==> src/rtl/ddr3_pkg.sv <==
// Shared constants and helpers for the DDR3 read-return datapath.
package ddr3_pkg;

  // Beats per DDR3 BL8 burst on a 2:1 DFI interface.
  localparam int BURST_BEATS = 4;

  // A DFI beat carries two DQ samples (rising and falling edge).
  function automatic int beat_width(input int ddr3_width);
    return 2 * ddr3_width;
  endfunction

  // Classification of a read-data protocol violation seen on the DFI side.
  typedef enum logic [1:0] {
    ERR_NONE          = 2'd0,
    ERR_LAST_MISALIGN = 2'd1,
    ERR_ORPHAN_BEAT   = 2'd2
  } err_code_e;

endpackage

==> src/rtl/ddr3_rd_path_sync_fifo.sv <==
// Single-clock FIFO with extra-MSB pointers. The head reads as zero while
// empty, so no stale entry ever reaches the outputs.
module sync_fifo #(
  parameter int WIDTH = 8,
  parameter int ABITS = 2
) (
  input  logic             clock,
  input  logic             reset_n,
  input  logic             push,
  input  logic [WIDTH-1:0] wdata,
  input  logic             pop,
  output logic [WIDTH-1:0] rdata,
  output logic             empty
);

  localparam int DEPTH = 1 << ABITS;

  logic [WIDTH-1:0] mem [DEPTH];
  logic [ABITS:0]   wptr;
  logic [ABITS:0]   rptr;

  assign empty = (wptr == rptr);
  assign rdata = empty ? '0 : mem[rptr[ABITS-1:0]];

  // Storage write.
  // NOTE: the array has no reset; validity comes from the pointers alone.
  always_ff @(posedge clock) begin
    if (push) mem[wptr[ABITS-1:0]] <= wdata;
  end

  // Pointer update; a pop on an empty FIFO is ignored.
  // NOTE: sequential state uses <= so every flop samples pre-edge values.
  always_ff @(posedge clock or negedge reset_n) begin
    if (!reset_n) begin
      wptr <= '0;
      rptr <= '0;
    end else begin
      if (push)          wptr <= wptr + 1'b1;
      if (pop && !empty) rptr <= rptr + 1'b1;
    end
  end

endmodule

==> src/rtl/ddr3_rd_path.sv <==
// DDR3 read-data return stage: reserves buffer space per burst, captures
// DFI beats without back-pressure, and replays them as a valid/ready stream.
module ddr3_rd_path
  import ddr3_pkg::*;
#(
  parameter int DDR3_WIDTH = 16,
  parameter int REQID      = 4,
  parameter int BURSTS     = 4
) (
  input  logic                               clock,
  input  logic                               reset_n,
  input  logic                               cmd_valid_i,
  output logic                               cmd_ready_o,
  input  logic [REQID-1:0]                   cmd_tid_i,
  input  logic                               dfi_rvld_i,
  input  logic                               dfi_last_i,
  input  logic [beat_width(DDR3_WIDTH)-1:0]  dfi_data_i,
  output logic                               rd_valid_o,
  input  logic                               rd_ready_i,
  output logic                               rd_last_o,
  output logic [REQID-1:0]                   rd_tid_o,
  output logic [beat_width(DDR3_WIDTH)-1:0]  rd_data_o,
  output logic                               err_o
);

  localparam int         BW        = beat_width(DDR3_WIDTH);
  localparam int         CW        = $clog2(BURSTS + 1);
  localparam logic [1:0] LAST_BEAT = 2'(BURST_BEATS - 1);

  logic [CW-1:0] credits;
  logic [CW-1:0] pending;
  logic [1:0]    icnt;
  logic [1:0]    ocnt;
  logic          err_q;
  logic          cmd_fire;
  logic          beat_ok;
  logic          burst_done;
  logic          rd_fire;
  logic          credit_ret;
  logic          data_empty;
  err_code_e     err_ev;

  assign cmd_ready_o = (credits != '0);
  assign cmd_fire    = cmd_valid_i & cmd_ready_o;
  assign beat_ok     = dfi_rvld_i & (pending != '0);
  assign burst_done  = beat_ok & (icnt == LAST_BEAT);
  assign rd_valid_o  = ~data_empty;
  assign rd_last_o   = rd_valid_o & (ocnt == LAST_BEAT);
  assign rd_fire     = rd_valid_o & rd_ready_i;
  assign credit_ret  = rd_fire & rd_last_o;
  assign err_o       = err_q;

  sync_fifo #(
    .WIDTH (BW),
    .ABITS ($clog2(BURST_BEATS * BURSTS))
  ) u_data_fifo (
    .clock   (clock),
    .reset_n (reset_n),
    .push    (beat_ok),
    .wdata   (dfi_data_i),
    .pop     (rd_fire),
    .rdata   (rd_data_o),
    .empty   (data_empty)
  );

  sync_fifo #(
    .WIDTH (REQID),
    .ABITS ($clog2(BURSTS))
  ) u_tag_fifo (
    .clock   (clock),
    .reset_n (reset_n),
    .push    (cmd_fire),
    .wdata   (cmd_tid_i),
    .pop     (credit_ret),
    .rdata   (rd_tid_o),
    .empty   ()
  );

  // Classify the incoming DFI beat against the expected burst framing.
  // NOTE: default assigned first so no path leaves err_ev unassigned (no latch).
  always_comb begin
    err_ev = ERR_NONE;
    if (dfi_rvld_i) begin
      if (pending == '0)                          err_ev = ERR_ORPHAN_BEAT;
      else if (dfi_last_i != (icnt == LAST_BEAT)) err_ev = ERR_LAST_MISALIGN;
    end
  end

  // Credits: taken by a reservation, returned when a burst's last beat leaves.
  always_ff @(posedge clock or negedge reset_n) begin
    if (!reset_n) begin
      credits <= CW'(BURSTS);
    end else begin
      case ({cmd_fire, credit_ret})
        2'b10:   credits <= credits - 1'b1;
        2'b01:   credits <= credits + 1'b1;
        default: credits <= credits;
      endcase
    end
  end

  // Pending: bursts reserved whose four beats have not all arrived yet.
  always_ff @(posedge clock or negedge reset_n) begin
    if (!reset_n) begin
      pending <= '0;
    end else begin
      case ({cmd_fire, burst_done})
        2'b10:   pending <= pending + 1'b1;
        2'b01:   pending <= pending - 1'b1;
        default: pending <= pending;
      endcase
    end
  end

  // Input beat position; an early last resynchronises to the next burst.
  always_ff @(posedge clock or negedge reset_n) begin
    if (!reset_n) begin
      icnt <= '0;
    end else if (beat_ok) begin
      icnt <= (dfi_last_i && icnt != LAST_BEAT) ? 2'd0 : icnt + 2'd1;
    end
  end

  // Output beat position within the burst being returned.
  always_ff @(posedge clock or negedge reset_n) begin
    if (!reset_n)     ocnt <= '0;
    else if (rd_fire) ocnt <= ocnt + 2'd1;
  end

  // Sticky protocol error, cleared only by reset.
  always_ff @(posedge clock or negedge reset_n) begin
    if (!reset_n)                err_q <= 1'b0;
    else if (err_ev != ERR_NONE) err_q <= 1'b1;
  end

endmodule
==> config.mk <==
export PLATFORM = sky130hd
export DESIGN_NAME = ddr3_rd_path
export DESIGN_NICKNAME = d
export VERILOG_FILES = /design/src/rtl/ddr3_pkg.sv /design/src/rtl/ddr3_rd_path_sync_fifo.sv /design/src/rtl/ddr3_rd_path.sv
export SDC_FILE = /design/constraint.sdc
export NUM_CORES = 1
export LEC_CHECK = 0
export ABC_AREA = 1
export BUFFER_PORTS_ARGS = -buffer_cell sky130_fd_sc_hd__buf_2
export CAP_MARGIN = 10
export CORE_MARGIN = 2
export CORE_UTILIZATION = 50
export DETAILED_ROUTE_END_ITERATION = 16
export GPL_TIMING_DRIVEN = 0
export HOLD_SLACK_MARGIN = 0.06
export PLACE_DENSITY_LB_ADDON = 0.12
export SLEW_MARGIN = 40
export SYNTH_ARGS = -nofsm -noshare
export SYNTH_HDL_FRONTEND = slang
export SYNTH_HIERARCHICAL = 1
export SYNTH_SLANG_ARGS = --single-unit
export TNS_END_PERCENT = 30
==> constraint.sdc <==
create_clock -name clock -period 3.1 [get_ports clock]
set_input_delay 0.31 -clock clock [delete_from_list [all_inputs] [get_ports clock]]
set_output_delay 0.31 -clock clock [all_outputs]
set_load 0.02 [all_outputs]
# Yosys cells after proc, flatten, opt, wreduce, memory -nomap -nowiden
# Memory sizes are Yosys's and may differ from the RTL's.
# Cells that the tools add are included.
word_totals:
  reg_bits: 27
  ram_bits: 528
  input_bits: 42
  elab_cells: 61
  mem_count: 2
op_classes:
  n_eq_ne: 10
  add_sub_neg: 10
  reduce_logical: 11
  muxes: 12
  bitwise: 7
memory_table:
  columns: ["name", "depth", "word_bits", "rd", "rd_clocked_by_memory_dff", "wr", "line", "rtl"]
  rows:
  - ["u_data_fifo.mem", 16, 32, 1, 0, 1, "ddr3_rd_path_sync_fifo.sv:18", "logic [WIDTH-1:0] mem [DEPTH];"]
  - ["u_tag_fifo.mem", 4, 4, 1, 0, 1, "ddr3_rd_path_sync_fifo.sv:18", null]
ops:
  columns: ["operator", "count"]
  rows:
  - ["2-to-1 mux 32 bit", 1]
  - ["adder 3 x 1 -> 3 bit, second input constant", 4]
  - ["case mux 3 bit (2 select lines)", 2]
  - ["adder 5 x 1 -> 5 bit, second input constant", 2]
  - ["== test 2 bit, second input constant", 4]
  - ["AND 1 bit", 6]
  - ["2-to-1 mux 2 bit", 3]
  - ["nonzero test 2 bit", 3]
  - ["nonzero test 3 bit", 2]
  - ["subtractor 3 x 1 -> 3 bit, second input constant", 2]
  - ["== test 5 bit", 1]
  - ["2-to-1 mux 1 bit", 5]
  - ["adder 2 x 1 -> 2 bit, second input constant", 2]
  - ["== test 2 x 1 -> 1 bit, second input constant", 2]
  - ["2-to-1 mux 4 bit", 1]
  - ["== test 3 bit", 1]
  - ["logical AND 1 bit", 3]
  - ["zero test 3 bit", 1]
  - ["zero test 1 bit", 2]
  - ["!= test 2 bit, second input constant", 1]
  - ["!= test 1 bit", 1]
  - ["NOT 1 bit", 1]

# Depth between registers and ports, before layout
# Gate-level depths: netlist (run 1).
depth:
  ltp_word: 6
  ltp_mapped: 18
  ltp_nobuf: 17

# Modules after synthesis
# Netlist (run 1), hierarchy kept.
modules_own_cells:
  columns: ["mod", "n_inst", "seq_area_each_um2", "cells_each", "area_each_um2"]
  rows:
  - ["sync_fifo (u_data_fifo)", 1, 15625.0, 2221, 22700.5]
  - ["sync_fifo (u_tag_fifo)", 1, 630.6, 99, 1027.2]
  - ["ddr3_rd_path", 1, 276.5, 79, 658.1]

# Least setup slack after synthesis (run 1)
# OpenSTA, ideal clock, no wires.
synth_path:
  kind: "flip-flop to flip-flop"
  startpoint: "register pending[0]"
  endpoint: "memory u_data_fifo/mem[15][0] (netlist name) (enable)"
  period_less_slack_ns: 2.850
  setup_slack_ns: 0.250
  arrival_time_ns: 2.426
  path_stages_with_launch: 8
  setup_ns: 0.424
  required_time_ns: 2.676
  path_cell_list: "dfrtp_1 inv_2 nand3_4 nand2_4 inv_1 clkbuf_1 nand2_1 nor2_1"
synth_via:
  elab_chain_cells: 4
synth_rtl:
  columns: ["element", "line", "rtl"]
  rows:
  - ["start: declaration", "ddr3_rd_path.sv:31", "logic [CW-1:0] pending;"]
  - ["start signal: assignment", "ddr3_rd_path.sv:108", "2'b10: pending <= pending + 1'b1;"]
  - ["start signal: assignment", "ddr3_rd_path.sv:109", "2'b01: pending <= pending - 1'b1;"]
  - ["start signal: assignment", "ddr3_rd_path.sv:110", "default: pending <= pending;"]
  - ["nonzero test 3 bit", "ddr3_rd_path.sv:45", "assign beat_ok = dfi_rvld_i & (pending != '0);"]
  - ["AND 1 bit", "ddr3_rd_path.sv:45", null]
  - ["named net beat_ok", "ddr3_rd_path.sv:36", "logic beat_ok;"]
  - ["2-to-1 mux 1 bit", "ddr3_rd_path_sync_fifo.sv:28", "if (push) mem[wptr[ABITS-1:0]] <= wdata;"]
  - ["2-to-1 mux 1 bit (not written as such)", "ddr3_rd_path_sync_fifo.sv:28", null]
  - ["end: declaration", "ddr3_rd_path_sync_fifo.sv:18", null]
# The timed path passes the listed nets, and every way through them passes these cells.

# Worst setup path in the final report (run 1)
layout_path:
  startpoint: "register u_data_fifo.rptr[1]"
  endpoint: "output port rd_data_o[16]"
layout_via:
  elab_chain_cells: 2
  word_cells_on_any_way: 3
  classes_between: "eq/ne: 1; mux: 1; memory: 1"
layout_rtl:
  columns: ["element", "line", "rtl"]
  rows:
  - ["start: declaration", "ddr3_rd_path_sync_fifo.sv:20", "logic [ABITS:0] rptr;"]
  - ["start signal: assignment", "ddr3_rd_path_sync_fifo.sv:39", "if (pop && !empty) rptr <= rptr + 1'b1;"]
  - ["memory (16 x 32 bit) or == test 5 bit (tied branches)", null, null]
  - ["2-to-1 mux 32 bit *", "ddr3_rd_path_sync_fifo.sv:23", "assign rdata = empty ? '0 : mem[rptr[ABITS-1:0]];"]
  - ["end: declaration", "ddr3_rd_path.sv:22", "output logic [beat_width(DDR3_WIDTH)-1:0] rd_data_o,"]
# Every way passes the cells marked *; elsewhere a longest branch is shown, timed or not.

==> impl_metrics.json, run 1 <==
{
  "critPathRequiredTime_ns": 2.79,
  "hold_class": "input pin to register",
  "syn_area_um2": 24400,
  "syn_avg_cell_area_um2": 10.2,
  "worst_pin_slew_ns": 0.820,
  "initial_core_util_pct": 50.9,
  "period_minus_slack_ns": 2.98,
  "io_buffers": 81,
  "drtIter0Drc": 1601,
  "drive_above_1_share_pct": 12.0,
  "peakVddDrop_mv": 0.635,
  "grt_pass1_wl_um": 94200,
  "crit_arrival_ns": 2.67,
  "clock-root-buffer": "clkbuf_16",
  "gp_congestion": 0.794,
  "clock_skew_ns": 0.00905,
  "syn_inst": 2398,
  "grt_pass1_vias": 15900,
  "rows": 80,
  "fin_cells": 3236,
  "cap_violations": 0,
  "path_max_fanout": 10,
  "ios": 82,
  "fp.dieArea_um2": 50500,
  "finalHoldViolations": 0,
  "setup_viol": 0,
  "cts.htree.levels": 2,
  "p_leak_nw": 12.5,
  "rsz0062_at_grt": "no",
  "powerDensity_nw_per_um2": 924,
  "antenna_cells": 0,
  "slew_violations": 0,
  "critPathCaptureType": "output port",
  "outcome": "complete, no violations",
  "wl_per_cell_um": 19.6,
  "clk_pin_slew_ns": 0.06,
  "vias_per_cell": 5.20,
  "nNetsFinal": 2638,
  "clkLatencyLatePin_ns": 0.60,
  "totalWireLength_um": 63400,
  "crit_type": "register to output port",
  "setup_tns_ns": 0,
  "startpoint_type": "register",
  "gr-usage-all-layers_pct": 25.2,
  "numCtsBuffers": 56,
  "core_area_um2": 47900,
  "vias": 16800,
  "ant_nets": 0,
  "slew_headroom_pct": 45.3,
  "area_growth_pct": 16.4,
  "finalCritPeriodShare_pct": 96.0,
  "clock_path_buffers": 3,
  "fin_util_pct": 59.2,
  "die_h_um": 225,
  "remaining_drc_errors": 0,
  "max_freq_ghz": 0.336,
  "fp.dieW_um": 225,
  "reg2reg_slack_ns": 0.17,
  "antenna_found_initial": 0,
  "dr.pass1.iters": 7,
  "cts_tree": "done",
  "postCtsSetupBuffers": 0,
  "yosys_warnings": 6,
  "cts.sinks": 555,
  "grt_overflow": 0,
  "syn_nets": 2457,
  "dpl.cell_count": 3126,
  "grt_max_degree": 28,
  "hpwl_um": 42400
}
==> metrics by stage <==
| step | instance area, um2 | power [mW] | setup WS (ns) | hold WS, ns |
|---|---|---|---|---|
| global placement | 25600 | 19.0 | -1.50 | 0.364 |
| global route | 28400 | 27.6 | 0.00601 | 0.0801 |
| floorplan | 24400 | 15.7 | 0.250 | 0.0144 |
| detailed placement | 26400 | 19.5 | 0.202 | 0.371 |
| CTS | 28400 | 26.3 | 0.0564 | 0.0617 |
| finish | 28400 | 26.2 | 0.125 | 0.0881 |
==> critical path: stages (launching register included) <==
cell     delay (ns)
dfrtp_1        0.38
buf_2          0.19
inv_2          0.09
buf_2          0.29
buf_2          0.39
nand2_1        0.10
nand3_1        0.08
nand3_1        0.09
a21oi_1        0.23
buf_2          0.21
==> registers in the layout, summed over array words and instances, names as in the netlist, 2 cells and up <==
| signal | cells |
|---|---|
| u_data_fifo/mem | 512 |
| u_tag_fifo/mem | 16 |
| u_data_fifo/wptr | 5 |
| credits | 3 |
| pending | 3 |
| u_data_fifo/rptr | 5 |
| u_tag_fifo/wptr | 3 |
| ocnt | 2 |
| u_tag_fifo/rptr | 3 |
| icnt | 2 |
==> timing repair <==
| item | 4_1_cts | 5_1_grt |
|---|---|---|
| resized for setup | 0 | 5 |
| setup endpoints to repair | 0 | 11 |
| hold endpoints to repair | 60 | 0 |
| hold buffers | 10 | 0 |
==> metal layers <==
layer / GRT usage [%] / share of wire (%) / vias to the layer above
met5: 0 / 0 / -
li1: - / - / 7993
met3: 3.38 / 7.6 / 124
met4: 8.87 / 3.1 / 0
met2: 42.0 / 48 / 673
met1: 34.2 / 42 / 8029
==> cells in the final DEF, fill, tap and decap left out, types with 18 or more instances in the layout <==
| master | instances |
|---|---|
| nand3_1 | 266 |
| inv_1 | 388 |
| clkbuf_1 | 25 |
| buf_16 | 23 |
| nor2_1 | 18 |
| a21oi_1 | 33 |
| clkbuf_16 | 57 |
| buf_2 | 137 |
| dfrtp_1 | 26 |
| nand2_1 | 947 |
| edfxtp_1 | 528 |
==> final timing paths <==
| check | start | endpoint | depth (start not counted) |
|---|---|---|---|
| setup / recovery | u_data_fifo/rptr[1]$_DFFE_PN0P_ | rd_data_o[16] | 9 |
| hold reg to reg | err_o$_DFFE_PN0P_ | err_o$_DFFE_PN0P_ | 2 |
| max in group asynchronous | reset_n | pending[2]$_DFFE_PN0P_ | 2 |
| min in group asynchronous | reset_n | u_tag_fifo/rptr[0]$_DFFE_PN0P_ | 2 |
| setup reg to reg | u_data_fifo/rptr[0]$_DFFE_PN0P_ | credits[1]$_DFFE_PN0P_ | 15 |
| hold / removal | dfi_data_i[13] | u_data_fifo/mem[9][13]$_DFFE_PP_ | 1 |
==> power breakdown <==
part           switching, mW  internal [mW]
clock                   2.74           4.02
combinational           7.13           3.05
sequential             0.271           9.00
==> layout make-up <==
cell class | count | area (um2)
Clock inverter | 24 | 288
Multi-Input combinational cell | 1339 | 5830
Clock buffer | 76 | 1540
Fill cell | 3948 | 19600
Sequential cell | 555 | 16500
Timing Repair Buffer | 123 | 1270
Buffer | 109 | 672
Tap cell | 615 | 769
Inverter | 395 | 1490
Note: power is estimated with default switching activity, not from simulation.
==> run 2: changes to the inputs <==
--- a/config.mk
+++ b/config.mk
@@ -13,7 +13,7 @@
 export DETAILED_ROUTE_END_ITERATION = 16
 export GPL_TIMING_DRIVEN = 0
 export HOLD_SLACK_MARGIN = 0.06
-export PLACE_DENSITY_LB_ADDON = 0.12
+export PLACE_DENSITY_LB_ADDON = 0.3
 export SLEW_MARGIN = 40
 export SYNTH_ARGS = -nofsm -noshare
 export SYNTH_HDL_FRONTEND = slang
==> run 2 against run 1 <==
  * Clock skew is 0.0041 ns higher
  * Routed wire length hardly changed
  * Hold slack worse by 0.0085 ns
  * Final cell count is 0.28% higher
  * Register-to-register slack better by 0.16 ns
  * Setup slack worse by 0.0016 ns
  * Combinational power hardly changed
  * Die area stayed put
  * Clock-buffer cell count is 9 lower
  * Non-clock buffer count is 4 higher
  * Via count is 2.3% higher
  * Largest power group unchanged
  * Highest routed layer unchanged
==> impl_metrics.json, run 2 (synthesized netlist as in run 1, its figures left out) <==
{
  "nNetsFinal": 2642,
  "cap_violations": 0,
  "largest_register_ff_count": 512,
  "outcome": "complete, no violations",
  "multi_input_area_um2": 5830,
  "max_freq_ghz": 0.336,
  "antenna_found_initial": 1,
  "remaining_drc_errors": 0,
  "fp.dieW_um": 225,
  "grt_pass1_wl_um": 95300,
  "clock-root-buffer": "clkbuf_16",
  "die_h_um": 225,
  "powerDensity_nw_per_um2": 920,
  "dr.pass1.iters": 8,
  "finalCritPeriodShare_pct": 96.0,
  "final_cell_mix": "947 x nand2_1, 528 x edfxtp_1, 388 x inv_1",
  "slew_headroom_pct": 41.8,
  "slew_violations": 0,
  "vias_per_cell": 5.30,
  "startpoint_type": "register",
  "whs_ns": 0.0796,
  "clk_pin_slew_ns": 0.06,
  "cts_tree": "done",
  "clock_path_buffers": 3,
  "vias": 17200,
  "rows": 80,
  "crit_arrival_ns": 2.67,
  "ios": 82,
  "initial_core_util_pct": 50.9,
  "totalWireLength_um": 63400,
  "gp_congestion": 0.859,
  "area.sequential_um2": 16500,
  "grt_max_degree": 28,
  "period_minus_slack_ns": 2.98,
  "fin_util_pct": 59.1,
  "clock_skew_ns": 0.0131,
  "wl_per_cell_um": 19.5,
  "core_area_um2": 47900,
  "numCtsBuffers": 56,
  "postCtsSetupBuffers": 0,
  "critPathRequiredTime_ns": 2.79,
  "cts.sinks": 555,
  "peakVddDrop_mv": 0.467,
  "gr-usage-all-layers_pct": 25.3,
  "finalHoldViolations": 0,
  "grt_pass1_vias": 16900,
  "crit_type": "register to output port",
  "worst_pin_slew_ns": 0.873,
  "setup_viol": 0,
  "drive_above_1_share_pct": 12.0,
  "final_common_cell": "nand2_1",
  "p_leak_nw": 12.4,
  "io_buffers": 81,
  "fillers": 3820,
  "drtIter0Drc": 1860,
  "clkLatencyLatePin_ns": 0.61,
  "cts.htree.levels": 2,
  "setup_tns_ns": 0,
  "path_max_fanout": 10,
  "area_growth_pct": 16.3,
  "fp.dieArea_um2": 50500,
  "critPathCaptureType": "output port",
  "grt_overflow": 0,
  "hold_class": "input pin to register",
  "hpwl_um": 42700,
  "ant_nets": 0
}
==> run 2: what timing repair did <==
item                                    in CTS  in global routing
hold buffers                                13                  0
hold endpoints to repair                   110                  0
endpoints found under the setup margin       0                  6
gates resized for setup                      0                  5
==> run 2: through the flow <==
stage	setup slack, ns	cell area, um2	power [mW]	std cells
5_1_grt	-0.00846	28300	27.4	3245
2_1_floorplan	0.250	24400	15.7	2398
4_1_cts	0.0699	28300	26.0	3243
3_3_place_gp	-1.37	25600	18.8	3094
3_5_place_dp	0.265	26400	19.5	3126
6_report	0.123	28300	26.1	3245
==> run 2: metal layers <==
layer / wire length (um) / GRT usage (%)
met5: 0 / 0
met2: 30400 / 41.6
met3: 5810 / 4.74
met4: 2450 / 11.4
met1: 24700 / 32.9
==> run 2: cell type report <==
cell class	count	share of cell area, %
buffer	109	2.36
inverter	395	5.24
multi-input combinational	1339	20.6
tap	615	2.71
timing repair buffer	127	4.55
sequential	555	58.3
clock buffer	67	5.16
clock inverter	37	1.07
antenna	1	0.00883
==> run 2: final timing paths <==
kind                       slack, ns  depth (start not counted)                              end                             from
min                             0.08                          1  u_data_fifo/mem[2][7]$_DFFE_PP_                    dfi_data_i[7]
min reg2reg                     0.46                          2                err_o$_DFFE_PN0P_                err_o$_DFFE_PN0P_
max                             0.12                         10                    rd_data_o[26]  u_data_fifo/rptr[1]$_DFFE_PN0P_
max in group asynchronous       2.33                          2  u_data_fifo/rptr[1]$_DFFE_PN0P_                          reset_n
min in group asynchronous       0.30                          2           credits[1]$_DFFE_PN0P_                          reset_n
max reg2reg                     0.33                         17           credits[2]$_DFFE_PN1P_  u_data_fifo/rptr[2]$_DFFE_PN0P_
==> run 2: where the power goes <==
part | switching (mW) | internal (mW) | total (mW)
logic | 7.18 | 3.07 | 10.2
registers | 0.281 | 9.00 | 9.28
clock network | 2.78 | 3.77 | 6.55
total | 10.2 | 15.8 | 26.1
==> run 2: worst max-delay path: stages (launching register included) <==
cell	delay (ns)
dfrtp_1	0.37
buf_2	0.20
buf_2	0.29
buf_2	0.36
nand3_1	0.13
nand2_1	0.09
nand2_1	0.05
nand2_1	0.13
inv_1	0.05
a21oi_1	0.19
buf_2	0.20
